## src/rtl/ctrl_pkg.sv

```systemverilog
// Shared encodings for the ctrl_fsm instruction sequencer.
// The EX_BR state exists only when CTRL_BRANCH_EN is defined.
package ctrl_pkg;

   typedef enum logic [2:0] {
      StInit,
      StIf,
      StId,
      StExAl,
`ifdef CTRL_BRANCH_EN
      StExBr,
`endif
      StWb,
      StHalt
   } state_e;

   // Control-class sub-opcodes: low opcode bits when the opcode MSB is set.
   localparam logic [2:0] OPC_JMP  = 3'b000;
   localparam logic [2:0] OPC_BEQZ = 3'b001;
   localparam logic [2:0] OPC_LDI  = 3'b010;
   localparam logic [2:0] OPC_HALT = 3'b111;

   localparam logic [1:0] PC_HOLD = 2'b00;
   localparam logic [1:0] PC_INC  = 2'b01;
   localparam logic [1:0] PC_LOAD = 2'b10;

   localparam int unsigned ALU_ADD   = 0;
   localparam int unsigned ALU_PASSB = 7;

endpackage

```

## src/rtl/pulse_gen.sv

```systemverilog
// One-cycle strobe from a decoded enable level: fires on state entry,
// stays quiet while the state holds with the level already high.
module pulse_gen (
   input  logic clk,
   input  logic rst_n,
   input  logic level_i,
   input  logic hold_i,
   output logic pulse_o
);

   logic level_d, level_q;

   assign level_d = level_i;

   always_ff @(posedge clk or negedge rst_n) begin
      if (!rst_n) begin
         level_q <= 1'b0;
      end else begin
         level_q <= level_d;
      end
   end

   assign pulse_o = level_i & ~(level_q & hold_i);

endmodule

```

## src/rtl/ctrl_fsm.sv

```systemverilog
// Multi-cycle control unit: INIT -> IF -> ID -> EX -> WB, plus HALT.
// Define CTRL_BRANCH_EN to enable the JMP/BEQZ path through EX_BR.
module ctrl_fsm #(
   parameter int unsigned OPC_W      = 4,
   parameter int unsigned REG_NUM    = 4,
   parameter int unsigned RD_W       = $clog2(REG_NUM),
   parameter int unsigned ALU_FUNC_W = 3
) (
   input  logic                  clk,
   input  logic                  rst_n,
   input  logic                  en_in,
   input  logic                  fetch_done,
   input  logic                  alu_done,
   input  logic                  zero,
   input  logic [OPC_W-1:0]      opcode,
   input  logic [RD_W-1:0]       rd,
   output logic                  en_fetch_pulse,
   output logic                  en_group_pulse,
   output logic                  en_pc_pulse,
   output logic [1:0]            pc_ctrl,
   output logic [REG_NUM-1:0]    reg_en,
   output logic                  alu_in_sel,
   output logic [ALU_FUNC_W-1:0] alu_func,
   output logic                  halted
);
   import ctrl_pkg::*;

   state_e state_d, state_q;

   logic [OPC_W-2:0] sub_opc;
   logic is_alu, is_ldi, is_halt;
   logic fetch_lvl, group_lvl, pc_lvl, hold;

   assign sub_opc = opcode[OPC_W-2:0];
   assign is_alu  = ~opcode[OPC_W-1];
   assign is_ldi  = opcode[OPC_W-1] & (sub_opc == (OPC_W-1)'(OPC_LDI));
   assign is_halt = opcode[OPC_W-1] & (sub_opc == (OPC_W-1)'(OPC_HALT));

`ifdef CTRL_BRANCH_EN
   logic is_jmp, is_beqz, br_taken;
   assign is_jmp   = opcode[OPC_W-1] & (sub_opc == (OPC_W-1)'(OPC_JMP));
   assign is_beqz  = opcode[OPC_W-1] & (sub_opc == (OPC_W-1)'(OPC_BEQZ));
   // EX_BR is only ever next_state from ID, so zero here is the ID-cycle sample.
   assign br_taken = is_jmp | (is_beqz & zero);
`else
   logic unused_zero;
   assign unused_zero = zero;
`endif

   always_comb begin
      state_d = state_q;
      case (state_q)
         StInit: if (en_in) state_d = StIf;
         StIf:   if (fetch_done) state_d = StId;
         StId: begin
            if (is_alu || is_ldi) begin
               state_d = StExAl;
            end else if (is_halt) begin
               state_d = StHalt;
`ifdef CTRL_BRANCH_EN
            end else if (is_jmp || is_beqz) begin
               state_d = StExBr;
`endif
            end else begin
               state_d = StIf;
            end
         end
         StExAl: if (alu_done) state_d = StWb;
`ifdef CTRL_BRANCH_EN
         StExBr: state_d = StIf;
`endif
         StWb:   state_d = StIf;
         StHalt: state_d = StHalt;
         default: state_d = StInit;
      endcase
   end

   always_ff @(posedge clk or negedge rst_n) begin
      if (!rst_n) begin
         state_q <= StInit;
      end else begin
         state_q <= state_d;
      end
   end

   // Outputs describe the state being entered; held at reset values while rst_n is low.
   always_comb begin
      fetch_lvl  = 1'b0;
      group_lvl  = 1'b0;
      pc_lvl     = 1'b0;
      pc_ctrl    = PC_HOLD;
      reg_en     = '0;
      alu_in_sel = 1'b0;
      alu_func   = ALU_FUNC_W'(ALU_ADD);
      if (rst_n) begin
         case (state_d)
            StIf: begin
               fetch_lvl = 1'b1;
               pc_lvl    = 1'b1;
               pc_ctrl   = PC_INC;
            end
            StExAl: begin
               group_lvl = 1'b1;
               if (is_ldi) begin
                  alu_in_sel = 1'b0;
                  alu_func   = ALU_FUNC_W'(ALU_PASSB);
               end else begin
                  alu_in_sel = 1'b1;
                  alu_func   = opcode[ALU_FUNC_W-1:0];
               end
            end
`ifdef CTRL_BRANCH_EN
            StExBr: begin
               if (br_taken) begin
                  pc_lvl  = 1'b1;
                  pc_ctrl = PC_LOAD;
               end
            end
`endif
            StWb: reg_en = REG_NUM'(1) << rd;
            default: ;
         endcase
      end
   end

   assign hold   = (state_d == state_q);
   assign halted = rst_n & (state_q == StHalt);

   pulse_gen u_fetch_pulse (
      .clk     (clk),
      .rst_n   (rst_n),
      .level_i (fetch_lvl),
      .hold_i  (hold),
      .pulse_o (en_fetch_pulse)
   );

   pulse_gen u_group_pulse (
      .clk     (clk),
      .rst_n   (rst_n),
      .level_i (group_lvl),
      .hold_i  (hold),
      .pulse_o (en_group_pulse)
   );

   pulse_gen u_pc_pulse (
      .clk     (clk),
      .rst_n   (rst_n),
      .level_i (pc_lvl),
      .hold_i  (hold),
      .pulse_o (en_pc_pulse)
   );

endmodule

```

## config.mk

```make
export PLATFORM = sky130hd
export DESIGN_NAME = ctrl_fsm
export DESIGN_NICKNAME = d
export VERILOG_FILES = /design/src/rtl/ctrl_pkg.sv /design/src/rtl/pulse_gen.sv /design/src/rtl/ctrl_fsm.sv
export SDC_FILE = /design/constraint.sdc
export NUM_CORES = 1
export LEC_CHECK = 0
export CAP_MARGIN = 20
export CORE_AREA = 2 2 39 41
export DETAILED_ROUTE_END_ITERATION = 8
export DIE_AREA = 0 0 41 43
export HOLD_SLACK_MARGIN = 0.05
export PLACE_DENSITY = 0.75
export SYNTH_ARGS = -nofsm -noshare
export SYNTH_HDL_FRONTEND = slang
export SYNTH_HIERARCHICAL = 1
export SYNTH_SLANG_ARGS = --single-unit
```

## constraint.sdc

```tcl
create_clock -name clk -period 3.4 [get_ports clk]
set_input_delay 0.51 -clock clk [delete_from_list [all_inputs] [get_ports clk]]
set_output_delay 0.51 -clock clk [all_outputs]
set_load 0.01 [all_outputs]
```

==> summary.md, run 1 <==
| Metric | Value |
|---|---|
| WL final | 1010 µm |
| RSZ-0062 raised after global routing | false |
| Drt via density | 4.81 |
| TritonRoute pass-1 iters | 3 |
| Post-route cell area | about 760 µm² |
| Clock slew at reported path FFs | 0.04 ns |
| Hold Crit Class | in -> async |
| Setup Skew | 0.00158 ns |
| Final setup violation count | 0 |
| Layout cells sized above 1 | 17.4% |
| Setup WS post-layout | 0.151 ns |
| Status | finished, final reports clean |
| Largest net degree at the start of global routing | 11 |
| HPWL Detailed | 856 µm |
| DIE AREA | 1760 µm² |
| CP cell instances | clkdlybuf4s50_1, or3b_1, a211o_1, a21oi_4, and4b_2, a21boi_2, clkdlybuf4s50_1 |
| Starting Density | 34.7% |
| Top Ports | 26 |
| Synthesized flop and latch total | 6 |
| TritonCTS clock tree | yes |
| Final min period | 3.25 ns |
| Critical Path End Type | output port |
| Setup TNS | 0 ns |
| Num rows | 14 |
| Die W | ~41 µm |
| Max VDD drop | 361 µV |
| Drt drc | 0 |
| Max-cap violations | 0 |
| Seq/Total Area, Yosys | 31.3% |
| Die Height | between 40 and 50 µm |
| Worst endpoint data arrival time | 2.74 ns |
| Routed Antenna Nets | 0 |
| Fmax | 308 MHz |
| Buffers on Ports | 23 |
| Core outline area | 1380 µm² |
| NumNets Final | 100 |
| Cts repair resizes | 0 |
| CP required | just under 3 ns |
| Cells after Synth | 59 |
| Hold buffer count at cts | 0 |
| Ys Warns | 6 |
| Final count of pins violating max slew | 0 |
| Critical Setup Path Class | in -> out |
| Power Dens Cells | approximately 650 nW/µm² |
| Syn_area_per_cell | 8.14 µm² |
| Clk sinks | 6 |
| CP max-delay cell | clkdlybuf4s50_1 |
| Most common cell on crit path | clkdlybuf4s50_1 |
| Syn nets | between 70 and 80 |
| Fin. Hold Viols | 0 |
| Gr usage total | 13.4% |
| Post-Syn Area | 480 µm² |
| Post-Place Cell Area | 734 µm² |
| H-tree Lvls | 1 |
| WP buf/inv | 2 |
| First-pass GRT wire length | 1570 µm |
| Commonest cells after routing, fill and taps aside | clkdlybuf4s50_1, nor2_1, dfrtp_1 |
| Static leakage | ~0.32 nW |
| Via count | between 400 and 500 |
| Area delta synth->final | 57.6% |
| Drt wl/cell | 9.86 µm |
| Total power | slightly below 500 µW |
| Commonest non-fill, non-tap cell in the layout | clkdlybuf4s50_1 |
| Root Driver | clkbuf_4 |
| Number of global-route vias before repair | 406 |
| Clock Path Buffers | 2 |
| Final hold slack | 0.590 ns |
| GRT overflow | 0 |
| Max incr delay on CP | 0.48 ns |
| GP Congestion | about 0.67 |
| Pre-CTS WS | 0.131 ns |
| Number of diodes | 0 |
| DRT iter0 DRCs | 4 |
| Clock Latency Late Sink | 0.24 ns |
| Netlist cell types | 26 |
| CTS Buf Count | 3 |
| Initial antenna violation count | 0 |
| Critical path launch point type | input port |
| Worst Path Max Fanout | 5 |
| Crit-path leading delay family | buffers and inverters |
| Fin crit share | 95.6% |
| Post-CTS Setup Inserts | 0 |
==> power by group <==
group / switching [mW] / internal (mW) / leakage [nW]
Combinational: 0.134 / 0.153 / 0.228
Sequential: 0.0417 / 0.101 / 0.0769
Clock: 0.0227 / 0.0397 / 0.0138
==> Yosys cell counts <==
cell	count	area, µm²
nand4_4	1	21.3
nor3b_1	1	7.51
buf_4	2	15.0
or2_2	1	6.26
a31o_2	1	8.76
a21oi_1	4	20.0
a211o_1	1	8.76
o21ai_0	1	5.00
a21oi_4	1	16.3
o21a_1	1	7.51
buf_6	1	11.3
nor2_1	13	48.8
or3b_1	1	8.76
and4b_2	1	11.3
dfrtp_1	6	150
inv_1	4	15.0
nand2_1	5	18.8
or3_1	1	6.26
nor4_1	1	6.26
nand2b_1	2	12.5
nand3b_1	2	15.0
conb_1	1	3.75
and3_1	1	6.26
nand4_1	1	6.26
nor3_1	2	10.0
a21boi_2	3	33.8
==> per-stage QoR <==
step / cells / utilization (%)
after floorplan: 59 / -
after global placement: 99 / 53.1
after detailed placement: 99 / 53.1
after CTS: 102 / 54.7
after global routing: 102 / 54.7
final: 102 / 54.7
==> area by class of cell <==
class                           instances  area, µm²
Fill cell                             134        627
Inverter                                4       15.0
Multi-Input combinational cell         46        289
Timing Repair Buffer                   27        260
Sequential cell                         6        150
Tap cell                               16       20.0
Clock buffer                            3       22.5
==> cells by family after synthesis <==
logic type | synth area share, %
AOI/OAI and AO/OA | 20.8
and+or+nand+nor | 38.5
buffers and inverters | 8.59
other | 0.781
DFF | 31.2
==> state kept, by name, summed over array words and instances (netlist names) <==
name	count
u_group_pulse/level_q	1
state_q	3
u_pc_pulse/level_q	1
u_fetch_pulse/level_q	1
==> worst reg2reg max path, delay by kind of cell (launching register included) <==
family | cells | cell delay [ns]
compound gates | 1 | 0.33
flops | 1 | 0.49
simple gates | 3 | 0.59
==> layer usage <==
metal,up-vias,GRT usage [%],part of all wire (%)
met1,216,15.3,42
met5,-,0,0
met2,21,20.3,50
li1,254,-,-
met4,0,8.00,0
met3,0,4.71,8.5
==> path summary, 6_finish.rpt <==
kind / slack, ns / startpoint / to / cells past startpoint
setup / recovery: 0.15 / opcode[1] / en_fetch_pulse / 7
min in group clk: 0.62 / state_q[2] / state_q[1] / 1
max in group asynchronous: 2.68 / rst_n / state_q[2] / 2
hold reg to reg: 0.62 / state_q[2] / state_q[1] / 1
setup reg to reg: 1.91 / state_q[2] / u_fetch_pulse/level_q / 4
hold / removal: 0.59 / rst_n / u_pc_pulse/level_q / 2
No activity file was read; power rests on OpenSTA's default activity.
==> run 2: changes to the inputs <==
SLEW_MARGIN = 5   (was unset)
==> results of run 2 <==
Final layout, timing and power as in run 1 (identical DEF).
==> run 3: changes to the inputs <==
TNS_END_PERCENT = 50   (was unset)
==> results of run 3 <==
Final layout, timing and power as in run 1 (identical DEF).
